$ cat config.mk
export PLATFORM = sky130hd
export DESIGN_NAME = trig_request_scheduler
export DESIGN_NICKNAME = d
export VERILOG_FILES = /design/src/rtl/trig_request_scheduler_pkg.sv /design/src/rtl/trig_request_scheduler_cosinus_value.sv /design/src/rtl/trig_request_scheduler.sv
export SDC_FILE = /design/constraint.sdc
export NUM_CORES = 1
export LEC_CHECK = 0
export CORE_UTILIZATION = 62
export CTS_CLUSTER_DIAMETER = 150
export DETAILED_ROUTE_END_ITERATION = 16
export GPL_TIMING_DRIVEN = 0
export PLACE_DENSITY = 0.86
export RECOVER_POWER = 100
export SETUP_SLACK_MARGIN = 0.05
export SYNTH_ARGS = -nofsm -noshare
export SYNTH_HDL_FRONTEND = slang
export SYNTH_HIERARCHICAL = 1
export SYNTH_SLANG_ARGS = --single-unit
$ cat constraint.sdc
create_clock -name clk -period 14.61 [get_ports clk]
set_clock_uncertainty 0.15 [all_clocks]
set_input_delay 2.922 -clock clk [delete_from_list [all_inputs] [get_ports clk]]
set_output_delay 2.922 -clock clk [all_outputs]
set_load 0.01 [all_outputs]
$ cat src/rtl/trig_request_scheduler_pkg.sv
// Shared definitions for the trig request scheduler: op codes, angle constants and FSM states.
package trig_request_scheduler_pkg;

    localparam int unsigned DEF_ANGLE_W    = 10;
    localparam int unsigned DEF_FULL_TURN  = 360;
    localparam int unsigned DEF_SIN_OFFSET = 270;

    localparam logic OP_COS = 1'b0;
    localparam logic OP_SIN = 1'b1;

    typedef enum logic [2:0] {
        StIdle   = 3'd0,
        StReduce = 3'd1,
        StMap    = 3'd2,
        StLook   = 3'd3,
        StResp   = 3'd4
    } state_e;

endpackage

$ cat src/rtl/trig_request_scheduler_cosinus_value.sv
// Combinational cosine lookup for integer degrees 0..359, returning |cos| as three BCD
// digits (x.yz, rounded to hundredths) plus a sign bit.
module cosinus_value (
    input  logic [8:0] sayi,
    output logic [3:0] tam,
    output logic [3:0] virgul1,
    output logic [3:0] virgul2,
    output logic       sign
);

    function automatic logic [6:0] cos_hundredths(input logic [8:0] d);
        logic [6:0] v;
        v = 7'd0;
        case (d)
            9'd0:  v = 7'd100; 9'd1:  v = 7'd100; 9'd2:  v = 7'd100; 9'd3:  v = 7'd100;
            9'd4:  v = 7'd100; 9'd5:  v = 7'd100; 9'd6:  v = 7'd99;  9'd7:  v = 7'd99;
            9'd8:  v = 7'd99;  9'd9:  v = 7'd99;  9'd10: v = 7'd98;  9'd11: v = 7'd98;
            9'd12: v = 7'd98;  9'd13: v = 7'd97;  9'd14: v = 7'd97;  9'd15: v = 7'd97;
            9'd16: v = 7'd96;  9'd17: v = 7'd96;  9'd18: v = 7'd95;  9'd19: v = 7'd95;
            9'd20: v = 7'd94;  9'd21: v = 7'd93;  9'd22: v = 7'd93;  9'd23: v = 7'd92;
            9'd24: v = 7'd91;  9'd25: v = 7'd91;  9'd26: v = 7'd90;  9'd27: v = 7'd89;
            9'd28: v = 7'd88;  9'd29: v = 7'd87;  9'd30: v = 7'd87;  9'd31: v = 7'd86;
            9'd32: v = 7'd85;  9'd33: v = 7'd84;  9'd34: v = 7'd83;  9'd35: v = 7'd82;
            9'd36: v = 7'd81;  9'd37: v = 7'd80;  9'd38: v = 7'd79;  9'd39: v = 7'd78;
            9'd40: v = 7'd77;  9'd41: v = 7'd75;  9'd42: v = 7'd74;  9'd43: v = 7'd73;
            9'd44: v = 7'd72;  9'd45: v = 7'd71;  9'd46: v = 7'd69;  9'd47: v = 7'd68;
            9'd48: v = 7'd67;  9'd49: v = 7'd66;  9'd50: v = 7'd64;  9'd51: v = 7'd63;
            9'd52: v = 7'd62;  9'd53: v = 7'd60;  9'd54: v = 7'd59;  9'd55: v = 7'd57;
            9'd56: v = 7'd56;  9'd57: v = 7'd54;  9'd58: v = 7'd53;  9'd59: v = 7'd52;
            9'd60: v = 7'd50;  9'd61: v = 7'd48;  9'd62: v = 7'd47;  9'd63: v = 7'd45;
            9'd64: v = 7'd44;  9'd65: v = 7'd42;  9'd66: v = 7'd41;  9'd67: v = 7'd39;
            9'd68: v = 7'd37;  9'd69: v = 7'd36;  9'd70: v = 7'd34;  9'd71: v = 7'd33;
            9'd72: v = 7'd31;  9'd73: v = 7'd29;  9'd74: v = 7'd28;  9'd75: v = 7'd26;
            9'd76: v = 7'd24;  9'd77: v = 7'd22;  9'd78: v = 7'd21;  9'd79: v = 7'd19;
            9'd80: v = 7'd17;  9'd81: v = 7'd16;  9'd82: v = 7'd14;  9'd83: v = 7'd12;
            9'd84: v = 7'd10;  9'd85: v = 7'd9;   9'd86: v = 7'd7;   9'd87: v = 7'd5;
            9'd88: v = 7'd3;   9'd89: v = 7'd2;   9'd90: v = 7'd0;
            default: v = 7'd0;
        endcase
        return v;
    endfunction

    logic [8:0] idx;
    logic [6:0] hund;
    logic [6:0] frac;

    // Fold the full circle onto the first quadrant; 90 and 270 give 0.00 with a positive sign.
    always_comb begin
        idx  = sayi;
        sign = 1'b0;
        if (sayi <= 9'd90) begin
            idx = sayi;
        end else if (sayi <= 9'd180) begin
            idx  = 9'd180 - sayi;
            sign = 1'b1;
        end else if (sayi < 9'd270) begin
            idx  = sayi - 9'd180;
            sign = 1'b1;
        end else begin
            idx = 9'd360 - sayi;
        end
        hund    = cos_hundredths(idx);
        tam     = (hund >= 7'd100) ? 4'd1 : 4'd0;
        frac    = (hund >= 7'd100) ? 7'd0 : hund;
        virgul1 = 4'(frac / 7'd10);
        virgul2 = 4'(frac % 7'd10);
    end

endmodule

$ cat src/rtl/trig_request_scheduler.sv
// Round-robin front end sharing one cosinus_value lookup between two requesters; reduces the
// angle modulo a full turn, maps sin onto cos and returns a registered BCD result.
module trig_request_scheduler
    import trig_request_scheduler_pkg::*;
#(
    parameter int unsigned ANGLE_W    = DEF_ANGLE_W,
    parameter int unsigned FULL_TURN  = DEF_FULL_TURN,
    parameter int unsigned SIN_OFFSET = DEF_SIN_OFFSET
) (
    input  logic               clk,
    input  logic               rst,
    input  logic [1:0]         req_valid,
    input  logic [1:0]         req_op,
    input  logic [ANGLE_W-1:0] req_angle0,
    input  logic [ANGLE_W-1:0] req_angle1,
    output logic [1:0]         req_ready,
    output logic               rsp_valid,
    input  logic               rsp_ready,
    output logic               rsp_id,
    output logic [3:0]         rsp_tam,
    output logic [3:0]         rsp_virgul1,
    output logic [3:0]         rsp_virgul2,
    output logic               rsp_sign,
    output logic               busy
);

    state_e             state_q, state_d;
    logic               rr_last_q;
    logic [ANGLE_W-1:0] a_q, a_d;
    logic               op_q;
    logic               id_q;
    logic [1:0]         grant;
    logic               accept;
    logic               accept_id;
    logic [ANGLE_W:0]   sum;

    logic [3:0]         lut_tam, lut_v1, lut_v2;
    logic               lut_sign;

    // On a tie the requester that did not win last time gets the grant.
    always_comb begin
        grant = 2'b00;
        if (state_q == StIdle) begin
            unique case (req_valid)
                2'b01:   grant = 2'b01;
                2'b10:   grant = 2'b10;
                2'b11:   grant = rr_last_q ? 2'b01 : 2'b10;
                default: grant = 2'b00;
            endcase
        end
    end

    assign req_ready = grant;
    assign accept    = |grant;
    assign accept_id = grant[1];
    assign busy      = (state_q != StIdle);

    always_comb begin
        state_d = state_q;
        a_d     = a_q;
        sum     = {1'b0, a_q} + (ANGLE_W+1)'(SIN_OFFSET);
        unique case (state_q)
            StIdle: begin
                if (accept) begin
                    state_d = StReduce;
                    a_d     = accept_id ? req_angle1 : req_angle0;
                end
            end
            StReduce: begin
                if (a_q >= ANGLE_W'(FULL_TURN)) begin
                    a_d = a_q - ANGLE_W'(FULL_TURN);
                end else begin
                    state_d = StMap;
                end
            end
            StMap: begin
                // a < FULL_TURN here, so one conditional subtract completes the modulo.
                if (op_q == OP_SIN) begin
                    if (sum >= (ANGLE_W+1)'(FULL_TURN)) begin
                        a_d = ANGLE_W'(sum - (ANGLE_W+1)'(FULL_TURN));
                    end else begin
                        a_d = ANGLE_W'(sum);
                    end
                end
                state_d = StLook;
            end
            StLook: state_d = StResp;
            StResp: begin
                if (rsp_ready) begin
                    state_d = StIdle;
                end
            end
            default: state_d = StIdle;
        endcase
    end

    cosinus_value u_cosinus_value (
        .sayi    (a_q[8:0]),
        .tam     (lut_tam),
        .virgul1 (lut_v1),
        .virgul2 (lut_v2),
        .sign    (lut_sign)
    );

    always_ff @(posedge clk or posedge rst) begin
        if (rst) begin
            state_q     <= StIdle;
            rr_last_q   <= 1'b1;
            a_q         <= '0;
            op_q        <= 1'b0;
            id_q        <= 1'b0;
            rsp_valid   <= 1'b0;
            rsp_id      <= 1'b0;
            rsp_tam     <= 4'd0;
            rsp_virgul1 <= 4'd0;
            rsp_virgul2 <= 4'd0;
            rsp_sign    <= 1'b0;
        end else begin
            state_q <= state_d;
            a_q     <= a_d;
            if (accept) begin
                op_q      <= accept_id ? req_op[1] : req_op[0];
                id_q      <= accept_id;
                rr_last_q <= accept_id;
            end
            if (state_q == StLook) begin
                rsp_valid   <= 1'b1;
                rsp_id      <= id_q;
                rsp_tam     <= lut_tam;
                rsp_virgul1 <= lut_v1;
                rsp_virgul2 <= lut_v2;
                rsp_sign    <= lut_sign;
            end else if (state_d == StIdle) begin
                rsp_valid <= 1'b0;
            end
        end
    end

endmodule

==> flow_summary_export.csv <==
group,metric,value,unit
status,status,"completed",
timing,post-route-period-util,0.658,
synthesis,synth_top_family_by_area,"compound AO/OA/AOI/OAI gates",
clocking,postCtsSetupRepairBufs,0,
setup_path,path_class,"flip-flop to flip-flop",
routing,firstDrtPassIters,5,
global_route,grt_max_degree,32,
synthesis,synth_edf_count,0,
routing,wire_per_inst,18.8,um
setup_path,crit_path_frequent_cell,"ha_1",
timing,rsz0062_at_grt,"false",
floorplan,die-area,7640,sq um
floorplan,start_util,0.655,
global_route,grt.busiest_layer,"met2",
clocking,numClockSinks,31,
floorplan,core,6910,sq um
placed_design,pre_cts_ws,5.88,ns
routing,via_count,5014,
synthesis,synthAdderAreaFrac,0.0747,
worst_hold_path,min_path_type,"flip-flop to flip-flop",
layout,drive_above_1_share,0.118,
run,maxCapViolations,0,
clocking,cts_resized,0,
synthesis,ys_warn_count,6,
clocking,cts-root-buf,"clkbuf_8",
timing,setup_tns,0,ns
synthesis,synth_compound_area_frac,0.356,
timing,worst_slack,5.00,ns
global_route,use_met1,0.471,
floorplan,ios,45,
setup_path,cp.required,14.63,ns
clocking,numCtsBuffers,5,
synthesis,synthSimpleGateAreaFrac,0.217,
layout,regArea,777,sq um
timing,finalHoldViolCount,0,
placed_design,io_buffers,44,
setup_path,arrival,9.63,ns
routing,dr.first_iter.drc_count,594,
timing,setup_viol,0,
global_route,antenna_found_initial,0,
clocking,ctsLongestPathBuffers,2,
routing,routed_wirelength,13.6,mm
synthesis,syn_area_per_cell,7.91,sq um
setup_path,crit_path_max_incr_delay,0.73,ns
synthesis,synthArstFlopShare,1.00,
synthesis,syn_area,4520,sq um
global_route,grt_usage,0.367,
placed_design,hpwl,9.91,mm
clocking,holdBufCountCts,0,
layout,nNetsFinal,679,
layout,fill_cells,531,
synthesis,muxShareOfSynthArea,0.0788,
clocking,cts_htree_levels,2,
timing,fmax,104,MHz
setup_path,cp_slowest_cell,"a211oi_1",
setup_path,worstSetupEndpointType,"flip-flop",
placed_design,place_congestion,1.02,
layout,antennaDiodeCount,0,
floorplan,rows,30,
timing,final_max_slew_viol_count,0,
global_route,grt_first_pass_wirelength,22.6,mm
setup_path,startpoint_type,"flip-flop",
synthesis,synth_ff_type,"dfrtp_1",
global_route,use_met3,0.0768,
layout,area_growth,14.2,%
routing,ant_nets,0,
synthesis,synth-xor-area-share,0.0290,
layout,multi_input_area,3420,sq um
clocking,clock_insertion_delay_worst_skew,0.29,ns
floorplan,die_y,87.4,um
synthesis,ys_ff_latch,31,
clocking,cts_tree,"yes",
synthesis,syn_inst,572,
setup_path,crit_fanout,11,
setup_path,critPathBufInv,5,
setup_path,path_delay_family,"compound AO/OA/AOI/OAI gates",
synthesis,synth_cell_types,100,
floorplan,die-width,87.4,um
timing,tightest_slew,1.18,ns
routing,vias_per_cell,6.95,
global_route,grt_pass1_vias,4765,
routing,drc,0,
timing,period_needed,9.61,ns
timing,max_slew_margin,0.212,
clocking,clk_pin_slew_worst_paths,0.08,ns
global_route,overflow,0,
synthesis,ys_seq_area_frac,0.172,
global_route,met2_usage,0.615,
-- worst paths after layout --
path	from	end	slack, ns	cells past startpoint
min in group asynchronous	rst	a_q[0]	3.26	2
min	rr_last_q	rr_last_q	0.33	2
max reg2reg	a_q[0]	rsp_virgul2[3]	5.00	30
max in group asynchronous	rst	a_q[3]	10.33	2
min reg2reg	rr_last_q	rr_last_q	0.33	2
max	a_q[0]	rsp_virgul2[3]	5.00	30
-- layer usage --
metal,vias to the layer above,routed length [um]
met2,352,6210
li1,2294,-
met1,2303,5540
met3,65,1410
met4,0,392
met5,-,0
-- per-stage QoR --
step	utilization	instance area (sq um)	hold slack (ns)	std cells
finish	0.748	5160	0.329	721
global route	0.748	5160	0.350	721
CTS	0.750	5180	0.333	721
detailed placement	0.737	5090	0.321	714
global placement	0.737	5090	0.307	714
floorplan	-	4530	0.293	574
-- flip-flops by register name (all words and copies together) (netlist names) --
register     flops
rsp_valid        1
op_q             1
state_q          3
rsp_tam          4
rsp_id           1
rsp_virgul2      4
rsp_virgul1      4
rsp_sign         1
id_q             1
rr_last_q        1
a_q             10
-- kinds of logic after synthesis --
| group | count (synthesis) |
|---|---|
| other | 1 |
| AOI/OAI and AO/OA | 205 |
| and+or+nand+nor | 189 |
| buffers and inverters | 71 |
| DFF | 31 |
| xor gates and xnor gates | 15 |
| adders and majority gates | 27 |
| muxes | 33 |
-- layout make-up --
cell class              instances  area share
repair buffers                 44      0.0853
clock inverters                 1    0.000969
clock buffers                   6      0.0160
plain buffers                  38      0.0383
multi-input cells             472       0.662
flip-flops and latches         31       0.150
inverters                      33      0.0240
well taps                      96      0.0233
-- worst register-to-register path, delay by kind of cell (launching register included) --
kind            cells  cell delay, ns
compound gates     12            3.72
fa+ha+maj           5            1.42
buf+inv             5            1.40
mux                 3            1.01
simple gates        4            0.77
flops               1            0.71
xor+xnor            1            0.29
-- layout by cell type (no fill, tap or decap), types with 7 or more instances in the layout --
master / instances
a211oi_1: 8
a21oi_1: 29
a31oi_1: 13
buf_2: 14
clkbuf_1: 16
clkdlybuf4s50_1: 23
dfrtp_1: 30
dlygate4sd3_1: 21
ha_1: 27
inv_1: 32
mux2_2: 16
mux2i_1: 15
nand2_1: 41
nand3_1: 21
nor2_1: 48
nor3_1: 18
nor4_1: 8
o211ai_1: 12
o21ai_0: 29
o221ai_1: 7
o22ai_1: 9
xnor2_1: 10
-- cells in the mapped netlist (6+ instances only) --
library cell,count,area [sq um]
ha_1,27,338
a211o_1,6,52.6
nand3_1,21,105
dfrtp_1,30,751
nor4_1,8,50.1
a211oi_1,7,52.6
nor2_1,48,180
a21oi_1,29,145
nor3_1,18,90.1
o211ai_1,11,82.6
xnor2_1,10,87.6
a31oi_1,13,81.3
or3_1,6,37.5
clkbuf_1,14,52.6
o21a_1,6,45.0
o221ai_1,7,61.3
nand2_1,41,154
mux2i_1,15,150
o22ai_1,9,56.3
buf_2,15,75.1
mux2_2,17,191
o21ai_0,27,135
inv_1,31,116
Power is left out: the tool's default activity adds up to more than one toggle a clock period on the data nets, which glitch-free logic cannot reach.
